### config.mk
export PLATFORM = sky130hd
export DESIGN_NAME = handshake_initiator
export DESIGN_NICKNAME = d
export VERILOG_FILES = /design/src/rtl/handshake_pkg.sv /design/src/rtl/hs_timeout_cnt.sv /design/src/rtl/handshake_initiator.sv
export SDC_FILE = /design/constraint.sdc
export NUM_CORES = 1
export LEC_CHECK = 0
export BUFFER_PORTS_ARGS = -buffer_cell sky130_fd_sc_hd__buf_2
export CAP_MARGIN = 20
export CORE_MARGIN = 4
export CORE_UTILIZATION = 49
export CTS_CLUSTER_DIAMETER = 60
export DETAILED_ROUTE_END_ITERATION = 16
export PLACE_DENSITY = 0.74
export SLEW_MARGIN = 20
export SYNTH_ARGS = -nofsm -noshare
export SYNTH_HDL_FRONTEND = slang
export SYNTH_SLANG_ARGS = --single-unit
### constraint.sdc
create_clock -name clk -period 2.5 [get_ports clk]
set_clock_uncertainty 0.15 [all_clocks]
set_input_delay 0.125 -clock clk [delete_from_list [all_inputs] [get_ports clk]]
set_output_delay 0.125 -clock clk [all_outputs]
set_load 0.005 [all_outputs]
### src/rtl/handshake_pkg.sv
// Shared constants for the four-phase handshake initiator: state encodings,
// default parameter values and counter widths.
package handshake_pkg;

    localparam int DEF_DATA_W  = 8;
    localparam int DEF_TIMEOUT = 16;
    localparam int CNT_W       = 8;
    localparam int WAIT_W      = 8;

    typedef logic [2:0] state_t;

    localparam state_t ST_IDLE   = 3'd0;
    localparam state_t ST_REQ_HI = 3'd1;
    localparam state_t ST_REQ_LO = 3'd2;
    localparam state_t ST_DONE   = 3'd3;
    localparam state_t ST_ERR    = 3'd4;

endpackage

### src/rtl/hs_timeout_cnt.sv
// Per-phase wait counter: clears on phase entry, counts cycles the awaited ack
// level is missing and flags the last permitted wait cycle.
module hs_timeout_cnt
    import handshake_pkg::*;
#(
    parameter int LIMIT = DEF_TIMEOUT
) (
    input  logic clk,
    input  logic rst,
    input  logic clear,
    input  logic enable,
    output logic tc
);

    logic [WAIT_W-1:0] count;

    assign tc = (count == WAIT_W'(LIMIT - 1));

    // NOTE: sequential state uses non-blocking assignments so every register
    // samples pre-edge values regardless of block ordering.
    always_ff @(posedge clk or negedge rst) begin
        if (!rst) begin
            count <= '0;
        end else if (clear) begin
            count <= '0;
        end else if (enable && !tc) begin
            count <= count + WAIT_W'(1);
        end
    end

endmodule

### src/rtl/handshake_initiator.sv
// Four-phase request/acknowledge initiator with per-phase timeout, a completed
// transfer counter and single-cycle done/err status pulses.
module handshake_initiator
    import handshake_pkg::*;
#(
    parameter int DATA_W  = DEF_DATA_W,
    parameter int TIMEOUT = DEF_TIMEOUT
) (
    input  logic              clk,
    input  logic              rst,
    input  logic              start,
    input  logic [DATA_W-1:0] din,
    output logic              busy,
    output logic              done,
    output logic              err,
    output logic [CNT_W-1:0]  xfer_cnt,
    output logic              req,
    output logic [DATA_W-1:0] dout,
    input  logic              ack
);

    state_t state;
    state_t next_state;
    logic   cnt_clear;
    logic   cnt_en;
    logic   wait_tc;

    hs_timeout_cnt #(
        .LIMIT (TIMEOUT)
    ) u_wait_cnt (
        .clk    (clk),
        .rst    (rst),
        .clear  (cnt_clear),
        .enable (cnt_en),
        .tc     (wait_tc)
    );

    // An arriving ack is tested before the terminal count, so a response on
    // the last permitted cycle still completes the phase.
    always_comb begin
        // NOTE: every always_comb output gets a default first so no path
        // leaves it unassigned and infers a latch.
        next_state = state;
        cnt_clear  = 1'b0;
        cnt_en     = 1'b0;
        case (state)
            ST_IDLE: begin
                if (start && !ack) begin
                    next_state = ST_REQ_HI;
                    cnt_clear  = 1'b1;
                end
            end
            ST_REQ_HI: begin
                if (ack) begin
                    next_state = ST_REQ_LO;
                    cnt_clear  = 1'b1;
                end else if (wait_tc) begin
                    next_state = ST_ERR;
                end else begin
                    cnt_en = 1'b1;
                end
            end
            ST_REQ_LO: begin
                if (!ack) begin
                    next_state = ST_DONE;
                end else if (wait_tc) begin
                    next_state = ST_ERR;
                end else begin
                    cnt_en = 1'b1;
                end
            end
            ST_DONE:  next_state = ST_IDLE;
            ST_ERR:   next_state = ST_IDLE;
            default:  next_state = ST_IDLE;
        endcase
    end

    always_ff @(posedge clk or negedge rst) begin
        if (!rst) begin
            state    <= ST_IDLE;
            req      <= 1'b0;
            dout     <= '0;
            xfer_cnt <= '0;
        end else begin
            state <= next_state;
            req   <= (next_state == ST_REQ_HI);
            if (state == ST_IDLE && next_state == ST_REQ_HI) begin
                dout <= din;
            end
            // Counting on entry makes the new total visible alongside done.
            if (next_state == ST_DONE) begin
                xfer_cnt <= xfer_cnt + CNT_W'(1);
            end
        end
    end

    assign busy = (state != ST_IDLE);
    assign done = (state == ST_DONE);
    assign err  = (state == ST_ERR);

endmodule

# ---- Word level (Yosys, flattened, before mapping)
# Index checks and enable logic that the tools add are counted.
dict set report totals {
  elab_cells 36
  register_bits 28
  latchBits 0
  memories 0
  output_inout_bits 20
  ram_bits 0
  romBits 0
}
dict set report op_classes {
  eq_ne 7
  muxes 14
  n_bitwise 0
  add_sub_neg 2
  div 0
  multipliers 0
  shift 0
  order_cmp 0
  n_reduce_logical 8
}
# op n
set ops {}
lappend ops {{$add A8 B1 Y8 const B} 2}
lappend ops {{$mux W8} 2}
lappend ops {{$mux W3} 4}
lappend ops {{$eq A3 B2 Y1 const B} 3}
lappend ops {{$pmux W3 S3} 1}
lappend ops {{$eq A8 B4 Y1 const B} 1}
lappend ops {{$eq A3 B1 Y1 const B} 2}
lappend ops {{$mux W1} 5}
lappend ops {{$pmux W1 S2} 2}
lappend ops {{$eq A3 B3 Y1 const B} 1}
lappend ops {{$logic_and A1 B1 Y1} 3}
lappend ops {{$logic_not A3 Y1} 1}
lappend ops {{$reduce_bool A3 Y1} 1}
lappend ops {{$logic_not A1 Y1} 2}
lappend ops {{$reduce_bool A2 Y1} 1}

# ---- Longest topological paths before layout
# Gate-level depths: netlist of the first run.
dict set report logic_depth {
  word_depth 7
  ltp_mapped 6
}

# ---- Hierarchy
# From an unflattened synthesis of the first run, not the netlist that was laid out.
dict set report unflattened {
  hier_cells 117
  area_unflattened_um2 1353.8
}
# mod instances area_each_um2 cells_per_inst
set modules_own_cells {}
lappend modules_own_cells {handshake_initiator 1 912.1 74}
lappend modules_own_cells {hs_timeout_cnt 1 441.7 43}

# ---- Worst setup path before layout of the first run
# Ideal clock, no wire load.
dict set report synth_timing {
  path_kind {reg-to-reg}
  from {reg state[2]}
  to {reg u_wait_cnt.count[5]}
  path_stages_with_launch 7
  required_ns 2.271
  path_slack_ns 0.732
  n_path_buf 2
  arrival_ns 1.539
  cell_sequence {dfrtp_1 buf_2 nor4b_4 nor2_1 buf_4 nor4_2 mux2i_1}
}
dict set report synth_between {
  elab_chain_cells 4
  word_cells_on_any_way 8
  classes_between {eq/ne (2); mux (3); reduce/logical (3)}
}
# element line
set synth_rtl {}
lappend synth_rtl {{start: declaration} handshake_initiator.sv:22} ;# state_t state;
lappend synth_rtl {{start signal: assignment} handshake_initiator.sv:85} ;# state <= next_state;
lappend synth_rtl {{$eq A3 B2 Y1 or $eq A3 B1 Y1 (tied branches)} handshake_initiator.sv:46} ;# case (state)
lappend synth_rtl {{$pmux W1 S2} handshake_initiator.sv:46}
lappend synth_rtl {{$logic_and A1 B1 Y1} hs_timeout_cnt.sv:26} ;# end else if (enable && !tc) begin
lappend synth_rtl {{$reduce_bool A2 Y1 (no line)} -}
lappend synth_rtl {{end signal: assignment} hs_timeout_cnt.sv:27} ;# count <= count + WAIT_W'(1);
lappend synth_rtl {{end: declaration} hs_timeout_cnt.sv:15} ;# logic [WAIT_W-1:0] count;
# Parallel ways exist; a longest one is shown, timed or not.
# A chain may end at the register's enable or synchronous reset.

# ---- Worst setup path in the final report of the first run
dict set report layout_timing {
  from {reg u_wait_cnt.count[0]}
  to {reg req}
}
dict set report layout_between {
  elab_chain_cells 5
  word_cells_on_any_way 6
  classes_between {eq/ne (2); mux (4)}
}
# element line
set layout_rtl {}
lappend layout_rtl {{$eq A8 B4 Y1 (*)} hs_timeout_cnt.sv:17} ;# assign tc = (count == WAIT_W'(LIMIT - 1));
lappend layout_rtl {{$mux W3 (*)} {handshake_initiator.sv:57, handshake_initiator.sv:66}}
lappend layout_rtl {{$mux W3 (on tied branches)} {handshake_initiator.sv:64, handshake_initiator.sv:54}}
lappend layout_rtl {{$pmux W3 S3 (*)} handshake_initiator.sv:46}
lappend layout_rtl {{$eq A3 B1 Y1 (*)} handshake_initiator.sv:86} ;# req <= (next_state == ST_REQ_HI);
lappend layout_rtl {{end signal: assignment} handshake_initiator.sv:86}
lappend layout_rtl {{end: declaration} handshake_initiator.sv:17} ;# output logic req,
# Mark *: on every way between the ends. The rest lies on a longest branch, timed or not.

==> results of run 1 <==
-- synthesized netlist by cell type, drive strengths merged (3+ instances only) --
cell type,number,area (µm²)
dfrtp,28,701
mux2,9,101
nor2,9,33.8
nand2,7,26.3
xnor2,6,52.6
a21oi,5,25.0
nand4,4,25.0
o21ai,4,20.0
nand3,3,15.0
nor2b,3,18.8
-- layer usage --
metal / part of all wire, % / up-vias
met3: 4.1 / 7
met2: 50 / 26
met5: 0 / -
met1: 43 / 488
li1: - / 516
met4: 2.7 / 0
-- state kept, by name (all words and copies together) (netlist names) --
register	cells
dout	8
u_wait_cnt.count	8
xfer_cnt	8
state	3
req	1
-- cell type report --
type / instances / area (µm²) / share of cell area (%)
clock buffers: 3 / 22.5 / 1.32
clock inverters: 1 / 30.0 / 1.76
inverters: 2 / 7.51 / 0.441
multi-input cells: 84 / 623 / 36.6
flip-flops and latches: 28 / 701 / 41.1
well taps: 30 / 37.5 / 2.20
repair buffers: 44 / 283 / 16.6
-- through the flow --
step	instance area, µm²	setup slack, ns
detailed placement	1530	0.520
floorplan	1350	0.732
finish	1700	0.199
global placement	1530	0.576
CTS	1700	0.288
global route	1700	0.00915
-- path summary, 6_finish.rpt --
kind	start	end	slack [ns]	cells after the start
worst max-delay path	u_wait_cnt.count[0]	req	0.20	6
worst min-delay path	rst	u_wait_cnt.count[4]	0.15	2
worst max register to register	u_wait_cnt.count[0]	req	0.20	6
worst min register to register	xfer_cnt[4]	xfer_cnt[4]	0.35	1
max in group asynchronous	rst	xfer_cnt[6]	1.66	2
min in group clk	xfer_cnt[4]	xfer_cnt[4]	0.35	1
-- layout by cell type (no fill, tap or decap), types with 2 or more instances in the layout --
cell type,Yosys,final
buf_2,1,31
dfrtp_1,28,28
dlygate4sd3_1,0,12
nor2_1,9,9
mux2_2,9,9
nand2_1,7,7
xnor2_1,6,6
a21oi_1,5,5
o21ai_0,4,4
nand4_1,4,4
nand3_1,3,3
nor2b_1,3,3
clkbuf_4,0,3
or3_1,2,2
nor4b_4,2,2
and2_1,2,2
nand2b_1,2,2
nor3_1,2,2
inv_1,2,2
nor3b_1,2,2
mux2i_1,2,2
or4_1,2,2
and3_1,2,2
o31ai_1,2,2
o211ai_1,2,2
xor2_1,2,2
ha_1,2,2
-- cells by family after synthesis --
family / count (synthesis) / synth area share (%)
DFF: 28 / 51.9
AOI/OAI and AO/OA: 17 / 8.15
muxes: 11 / 8.98
and+or+nand+nor: 46 / 21.9
buffers and inverters: 6 / 2.04
adders and majority gates: 2 / 1.85
xor gates and xnor gates: 8 / 5.19
-- power groups by stage --
stage	combinational [mW]	sequential [mW]	clock, mW
final	0.468	0.699	0.301
after global routing	0.523	0.723	0.325
after CTS	0.474	0.699	0.310
after detailed placement	0.454	0.708	0
after global placement	0.435	0.697	0
after floorplan	0.269	0.697	0
-- repair_timing --
action	4_1_cts	5_1_grt
buffers inserted	0	0
resized for setup	0	0
endpoints found under the hold margin	38	0
hold buffers	12	0
==> run metrics, run 1 <==
outcome completed; Seq cells post-synth 28; H-tree lvl count 1; Post-Route WL 2780 µm; die height roughly 61 µm; routability cong. roughly 0.80; vias per cell 5.40; critical path class reg2reg; count of max-cap constraint violations 0; peak per-stage delay on the critical path 0.60 ns; setup TNS 0 ns; Final period util 92.1%; Mapped Cells about 120; P&R area growth vs syn 26.1%; library cells used by synthesis 35; Slew @ Worst Pin 0.666 ns; starting density of the core between 50 and 60%; CP Capture Type flip-flop; Die ar. 3660 µm²; # IOs 32; Rel. slew slack 55.4%; final hold slack 0.153 ns; CTS Root Cell clkbuf_4; Sequential Power Share 47.6%; Core Util, Final 67.0%; min Tclk post-route 2.30 ns; EDFF count, synth 0; CP max FO 12; Seq/Total Area, Yosys 51.9%; f_max 435 MHz; # setup viols final 0; estimated wirelength of the detail-placed design 1910 µm; Max IR drop VDD 0.699 mV; Bufs on Longest Clock Path 2; dpl cells between 150 and 200; CP startpoint kind flip-flop; part of the power in combinational logic 31.9%; CTS tree done; Top FF cell, synth dfrtp_1; CTS Buf Count 3; Synth Cell Area roughly 1400 µm²; initial DRC count 30; Worst-path clk slew 0.15 ns; ANT nets after route 0; warnings from Yosys 0; average wire per standard cell roughly 14 µm; first-pass GRT wire length ~4400 µm; Die X between 60 and 70 µm; Static Leak 0.784 nW; fraction of registers with async set/reset 100%; Bufs and invs on worst path 2; Nets 177; Most Crowded Layer GR met2; Worst Hold Class in2async; Overall Global Routing Usage 16.6%; count of final hold-check violations 0; Power Total 1.47 mW; mean post-synth cell area 11.5 µm²; total power per unit cell area 861 nW/µm²; syn_nets 132; IO buf count 31; worst skew pair latency 0.34 ns; initial antenna violation count 0; met2 GRT Util 26.7%; Pint 1.00 mW; GR Util met1 21.3%; core area between 2000 and 3000 µm²; arrival time worst endpoint 2.44 ns; clock share of power 20.5%; Net Sw Frac 31.8%; TritonRoute pass-1 iters 4; NetSw 0.467 mW; GRT overflow 0; via count 1037; num rows 18; Pins Over Slew Limit 0; Worst EP required approximately 2.6 ns; vias in the first global route 976; post-route insts no fill 192; CP Cell Sequence ha_1 > nand3_1 > nor2b_1 > buf_4 > a2111oi_0 > dlygate4sd3_1; largest net degree at the start of global routing 29; DRC Markers 0; met3 Use GR 2.98%; unrepaired setup endpoints after global routing false; CP max stage cell dlygate4sd3_1; Top Family by Delay on Critical Path buffers and inverters; CTS sink cnt 28; antenna diode count 0; fraction of layout cells with a size suffix above 1 29.6%; fillcell total 208
Power figures use the tool's default switching activity.
==> run 2: changes to the inputs <==
--- a/config.mk
+++ b/config.mk
@@ -11,7 +11,7 @@
 export CORE_UTILIZATION = 49
 export CTS_CLUSTER_DIAMETER = 60
 export DETAILED_ROUTE_END_ITERATION = 16
-export PLACE_DENSITY = 0.74
+export PLACE_DENSITY = 0.82
 export SLEW_MARGIN = 20
 export SYNTH_ARGS = -nofsm -noshare
 export SYNTH_HDL_FRONTEND = slang
==> run 2 against run 1 <==
Flip-flop and latch count unchanged. Critical path type unchanged. Cell area down 2.8%. Sequential share of layout area up 1.2 points. Setup slack better by 0.23 ns. Core utilization down 1.9 points. Largest cell class unchanged. Clock power down 41%. Register-to-register slack better by 0.23 ns. Highest routed layer unchanged. Total power down 8.1%.
==> run metrics, run 2 (synthesized netlist as in run 1, its figures left out) <==
Slew @ Worst Pin 0.673 ns (was 0.666 ns); CP max stage cell dfrtp_1 (was dlygate4sd3_1); core area 2540 µm² (unchanged); # setup viols final 0 (unchanged); initial DRC count 39 (was 30); largest net degree at the start of global routing 29 (unchanged); ANT nets after route 0 (unchanged); routability cong. 0.828 (was 0.799); CP Cell Sequence nor4b_4 > nor2_1 > or4_1 > a21oi_1 (was ha_1 > nand3_1 > nor2b_1 > buf_4 > a2111oi_0 > dlygate4sd3_1); die height 60.5 µm (unchanged); antenna diode count 0 (unchanged); CP max FO 13 (was 12); CTS Root Cell clkbuf_4 (unchanged); area post-placement 1520 µm² (was 1530 µm²); DRC Markers 0 (unchanged); Max IR drop VDD 0.726 mV (was 0.699 mV); Worst EP required 2.61 ns (was 2.64 ns); Die X 60.5 µm (unchanged); first-pass GRT wire length 4950 µm (was 4400 µm); Worst Hold Class in2async (unchanged); FF-to-FF setup slack 0.43 ns (was 0.20 ns); TritonRoute pass-1 iters 4 (unchanged); min Tclk post-route 2.07 ns (was 2.30 ns); Worst-path clk slew 0.14 ns (was 0.15 ns); post-route cell area 1660 µm² (was 1700 µm²); worst skew pair latency 0.32 ns (was 0.34 ns); CP startpoint kind flip-flop (unchanged); Bufs on Longest Clock Path 2 (unchanged); H-tree lvl count 1 (unchanged); CTS sink cnt 28 (unchanged); # resized after CTS 0 (unchanged); critical path class reg2reg (unchanged); peak per-stage delay on the critical path 0.61 ns (was 0.60 ns); Rel. slew slack 55.0% (was 55.4%); unrepaired setup endpoints after global routing false (unchanged); Static Leak 0.759 nW (was 0.784 nW); outcome completed (unchanged); P&R area growth vs syn 22.6% (was 26.1%); Nets 175 (was 177); Post-Route WL 2970 µm (was 2780 µm); count of max-cap constraint violations 0 (unchanged); leading cell type in the layout, fill and taps excluded buf_2 (unchanged); CP Capture Type flip-flop (unchanged); num rows 18 (unchanged); GRT overflow 0 (unchanged); CTS Buf Count 3 (unchanged); fillcell total 182 (was 208); count of final hold-check violations 0 (unchanged); vias in the first global route 1100 (was 976); setup TNS 0 ns (unchanged); starting density of the core 53.1% (unchanged); average wire per standard cell 15.7 µm (was 14.5 µm); f_max 483 MHz (was 435 MHz); RR Startpoint state[0] (was u_wait_cnt.count[0]); Overall Global Routing Usage 18.3% (was 16.6%); CTS tree done (unchanged); Die ar. 3660 µm² (unchanged); most frequent cells in the layout buf_2, dfrtp_1, dlygate4sd3_1 (unchanged); Worst R2R Path Depth 4 (was 6); fraction of layout cells with a size suffix above 1 28.9% (was 29.6%); Final period util 82.7% (was 92.1%); total power per unit cell area 814 nW/µm² (was 861 nW/µm²); estimated wirelength of the detail-placed design 2160 µm (was 1910 µm); initial antenna violation count 0 (unchanged); IO buf count 31 (unchanged); # IOs 32 (unchanged); via count 1066 (was 1037); CP Launch Point state[0] (was u_wait_cnt.count[0]); arrival time worst endpoint 2.17 ns (was 2.44 ns); vias per cell 5.64 (was 5.40); Setup Fix Bufs, Post-CTS 0 (unchanged); Pins Over Slew Limit 0 (unchanged); biggest regs dout x8, u_wait_cnt.count x8, xfer_cnt x8 (unchanged)
## run 2: changes by cell type in the layout (fill, tap and decap cells not counted), sizes merged
cell / delta
buf: -1
bufinv: -1
dlygate4sd3: -1
## run 2: worst paths after layout
path / endpoint
min in group clk: xfer_cnt[7]
hold / removal: u_wait_cnt.count[5]
max in group asynchronous: state[2]
setup / recovery: u_wait_cnt.count[7]
setup reg to reg: u_wait_cnt.count[7]
hold reg to reg: xfer_cnt[7]
## run 2: area by class of cell
type / count / area (µm²) / share of cell area, %
well taps: 30 / 37.5 / 2.27
clock buffers: 3 / 22.5 / 1.36
repair buffers: 42 / 265 / 16.0
inverters: 2 / 7.51 / 0.453
flip-flops and latches: 28 / 701 / 42.3
multi-input cells: 84 / 623 / 37.6
## run 2: report_power, final
group	switching, mW	internal [mW]	total (mW)	leakage [nW]
combinational	0.212	0.253	0.464	0.383
sequential	0.126	0.580	0.706	0.362
clock	0.122	0.0565	0.178	0.0138
## run 2: timing repair
action	in CTS	in global routing
hold endpoints to repair	38	0
hold buffers	11	0
endpoints found under the setup margin	0	0
## run 2: per-layer routing
layer	track usage, %	part of all wire (%)	routed length (µm)	vias up
met5	0	0	0	-
met4	8.05	2.4	72	0
met3	3.62	4.4	130	8
met2	30.9	52	1540	35
met1	22.8	41	1230	515
li1	-	-	-	508
## run 2: through the flow
| stage | instances | worst slack [ns] | power (mW) | util (%) | hold WS (ns) |
|---|---|---|---|---|---|
| final | 189 | 0.431 | 1.35 | 65.1 | 0.183 |
| after global routing | 189 | 0.299 | 1.45 | 65.1 | 0.231 |
| after CTS | 189 | 0.447 | 1.35 | 65.1 | 0.202 |
| after detailed placement | 175 | 0.484 | 1.17 | 59.9 | 0.0208 |
| after global placement | 175 | 0.593 | 1.13 | 59.9 | 0.00924 |
| after floorplan | 118 | 0.732 | 0.966 | - | -0.321 |
## run 2: worst max-delay path, delay by kind of cell (launching register included)
kind | cells | cell delay, ns
and+or+nand+nor | 3 | 1.10
DFF | 1 | 0.61
AOI/OAI and AO/OA | 1 | 0.15
==> run 3: changes to the inputs <==
--- a/config.mk
+++ b/config.mk
@@ -5,13 +5,14 @@
 export SDC_FILE = /design/constraint.sdc
 export NUM_CORES = 1
 export LEC_CHECK = 0
+export ABC_AREA = 1
 export BUFFER_PORTS_ARGS = -buffer_cell sky130_fd_sc_hd__buf_2
 export CAP_MARGIN = 20
 export CORE_MARGIN = 4
-export CORE_UTILIZATION = 49
+export CORE_UTILIZATION = 48
 export CTS_CLUSTER_DIAMETER = 60
 export DETAILED_ROUTE_END_ITERATION = 16
-export PLACE_DENSITY = 0.82
+export PLACE_DENSITY = 0.83
 export SLEW_MARGIN = 20
 export SYNTH_ARGS = -nofsm -noshare
 export SYNTH_HDL_FRONTEND = slang
==> constraint.sdc (replaced) <==
create_clock -name clk -period 1.8 [get_ports clk]
set_clock_uncertainty 0.15 [all_clocks]
set_input_delay 0.09 -clock clk [delete_from_list [all_inputs] [get_ports clk]]
set_output_delay 0.09 -clock clk [all_outputs]
set_load 0.005 [all_outputs]
==> run 3 against run 2 <==
Sequential share of layout area fell by 2.4 points. Non-clock buffer count is 1 lower. Fmax increased by 25%. Register-to-register slack worse by 0.28 ns. Critical path depth grew 4. Total power is 53% higher. Flip-flop and latch count unchanged. Synthesized cell count up 53%. Cell area grew 6.1%. Critical endpoint is now u_wait_cnt.count[4].
==> run metrics, run 3 <==
first-pass GRT wire length 5220 µm (was 4950 µm); fillcell total 236 (was 182); Bufs on Longest Clock Path 2 (unchanged); biggest regs dout x8, u_wait_cnt.count x8, xfer_cnt x8 (unchanged); most used cell, CP nand2_1; Top Family by Delay on Critical Path simple AND/OR/NAND/NOR gates (unchanged); largest net degree at the start of global routing 29 (unchanged); CP Cell Sequence ha_4 > nand3_2 > nor2_4 > inv_2 > nand2_2 > nand2_1 > nand2_1 > nand2_1 (was nor4b_4 > nor2_1 > or4_1 > a21oi_1); count of final hold-check violations 0 (unchanged); setup TNS 0 ns (unchanged); antenna diode count 0 (unchanged); Bufs and invs on worst path 1 (was 0); outcome completed (unchanged); leading cell type in the layout, fill and taps excluded nand2_1 (was buf_2); FF-to-FF setup slack 0.15 ns (was 0.43 ns); Mapped Cells 181 (was 118); warnings from Yosys 0 (unchanged); critical path class reg2reg (unchanged); arrival time worst endpoint 1.72 ns (was 2.17 ns); CP max stage cell dfrtp_1 (unchanged); Pins Over Slew Limit 0 (unchanged); CTS tree done (unchanged); top cells by area, synth dfrtp_1, nand2_1, nand3_1 (was dfrtp_1, mux2_2, xnor2_1); total power per unit cell area 1180 nW/µm² (was 814 nW/µm²); Worst-path clk slew 0.14 ns (about the same); GRT overflow 0 (unchanged); count of max-cap constraint violations 0 (unchanged); P&R area growth vs syn 21.5% (was 22.6%); routability cong. 0.862 (was 0.828); core area 2830 µm² (was 2540 µm²); Die X 62.9 µm (was 60.5 µm); CP startpoint kind flip-flop (unchanged); min-delay src ack; commonest cells in the netlist nand2_1, dfrtp_1, inv_1, nand3_1, nor2_1 (was dfrtp_1, mux2_2, nor2_1, nand2_1, xnor2_1); CP Capture Type flip-flop (unchanged); Synth Cell Area 1450 µm² (was 1350 µm²); Core Util, Final 62.1% (was 65.1%); CP max FO 9 (was 13); Worst path depth 8 (was 4); average wire per standard cell 11.6 µm (was 15.7 µm); via count 1284 (was 1066); Worst EP required 1.87 ns (was 2.61 ns); Post-Route WL 2940 µm (was 2970 µm); # setup viols final 0 (unchanged); final hold slack 0.0924 ns (was 0.183 ns); Seq cells post-synth 28 (unchanged); min Tclk post-route 1.65 ns (was 2.07 ns); vias in the first global route 1187 (was 1100); TritonRoute pass-1 iters 4 (unchanged); EDFF count, synth 0 (unchanged); CTS sink cnt 28 (unchanged); initial antenna violation count 0 (unchanged); peak per-stage delay on the critical path 0.47 ns (was 0.61 ns); Seq/Total Area, Yosys 48.4% (was 51.9%); most frequent cell after synthesis nand2_1 (was dfrtp_1); CTS Buf Count 3 (unchanged); Top FF cell, synth dfrtp_1 (unchanged); Worst R2R Path Depth 8 (was 4); syn_nets 195 (was 132); IO buf count 31 (unchanged); fraction of registers with async set/reset 100% (unchanged); num rows 19 (was 18); f_max 606 MHz (was 483 MHz); unrepaired setup endpoints after global routing false (unchanged); Static Leak 0.978 nW (was 0.759 nW); DRC Markers 0 (unchanged); # IOs 32 (unchanged); WHS Endpoint state[2]; worst reg2reg path endpoint u_wait_cnt.count[4] (was u_wait_cnt.count[7]); worst skew pair latency 0.32 ns (about the same); post-place setup slack 0.101 ns (was 0.484 ns); Die ar. 3960 µm² (was 3660 µm²); most frequent cells in the layout nand2_1, buf_2, dfrtp_1 (was buf_2, dfrtp_1, dlygate4sd3_1); Rel. slew slack 60.0% (was 55.0%); post-synth top area share 48.4% (was 51.9%); Slew @ Worst Pin 0.600 ns (was 0.673 ns); Worst Hold Class in2reg (was in2async); CTS Root Cell clkbuf_4 (unchanged); vias per cell 5.06 (was 5.64); estimated wirelength of the detail-placed design 2190 µm (was 2160 µm); Overall Global Routing Usage 16.2% (was 18.3%); Setup Fix Bufs, Post-CTS 0 (unchanged); Nets 239 (was 175); library cells used by synthesis 24 (was 35); die height 62.9 µm (was 60.5 µm); RR Startpoint u_wait_cnt.count[0] (was state[0]); Final period util 91.7% (was 82.7%); starting density of the core 51.1% (was 53.1%); area post-placement 1630 µm² (was 1520 µm²); post-route cell area 1760 µm² (was 1660 µm²); cell depth of the worst min-delay path 5; fraction of layout cells with a size suffix above 1 21.5% (was 28.9%); Max IR drop VDD 0.890 mV (was 0.726 mV); H-tree lvl count 1 (unchanged); mean post-synth cell area 7.99 µm² (was 11.5 µm²); final worst slack 0.149 ns (was 0.431 ns); cell accounting for the most synthesized area dfrtp_1 (unchanged); ANT nets after route 0 (unchanged); initial DRC count 38 (was 39)
==> run 3: cell types whose count changed after synthesis, sizes merged, moves of 7 or more <==
cell   previous run  this run
inv               2        26
mux2              9         0
nand2             7        57
nand3             3        19
nor2              9        18
o21ai             4        11
==> run 3: metrics by stage <==
| step | total power [mW] | cells |
|---|---|---|
| finish | 2.07 | 254 |
| global route | 2.25 | 254 |
| CTS | 2.07 | 254 |
| detailed placement | 1.81 | 242 |
| global placement | 1.78 | 242 |
| floorplan | 1.51 | 181 |
==> run 3: repair_timing <==
item | in CTS | in global routing
hold endpoints to repair | 36 | 0
gates resized for setup | 0 | 2
hold buffers | 9 | 0
endpoints found under the setup margin | 0 | 4
==> run 3: how the worst max path moves through the flow <==
stage	from	end
after floorplan	u_wait_cnt.count[0]	u_wait_cnt.count[3]
after global placement	u_wait_cnt.count[0]	u_wait_cnt.count[3]
after detailed placement	u_wait_cnt.count[0]	u_wait_cnt.count[7]
after CTS	u_wait_cnt.count[0]	u_wait_cnt.count[7]
after global routing	u_wait_cnt.count[0]	u_wait_cnt.count[5]
final	u_wait_cnt.count[0]	u_wait_cnt.count[4]
==> run 3: cells by family (layout without fill, tap and decap cells) <==
kind of cell / count (synthesis) / after routing / share of synthesized area [%]
adder cells (fa/ha/maj): 2 / 2 / 1.73
AND/OR/NAND/NOR: 103 / 103 / 33.1
buffers and inverters: 28 / 70 / 7.78
AO/OA/AOI/OAI: 13 / 13 / 4.67
flip-flops: 28 / 28 / 48.4
XOR/XNOR: 7 / 7 / 4.24
==> run 3: per-layer routing <==
metal  part of all wire (%)  up-vias  track usage (%)
met5                      0        -                0
met2                     50       36             27.1
met3                    4.8        2             3.42
met1                     44      590             21.3
li1                       -      656                -
met4                   0.75        0             4.13
==> run 3: worst register-to-register path: cells and delay by family (launching register included) <==
kind | cells | cell delay [ns]
and+or+nand+nor | 6 | 0.68
DFF | 1 | 0.47
adders and majority gates | 1 | 0.19
buffers and inverters | 1 | 0.05
==> run 3: cell type report <==
class / instances / area [µm²] / share of cell area [%]
Timing Repair Buffer: 41 / 253 / 14.4
Sequential cell: 28 / 701 / 39.9
Clock buffer: 3 / 22.5 / 1.28
Multi-Input combinational cell: 125 / 646 / 36.7
Inverter: 26 / 97.6 / 5.55
Tap cell: 31 / 38.8 / 2.21
==> run 3: power breakdown <==
group	switching [mW]	total (mW)	internal, mW
Sequential	0.197	1.02	0.827
Combinational	0.449	0.796	0.347
Clock	0.170	0.248	0.0785
Total	0.815	2.07	1.25
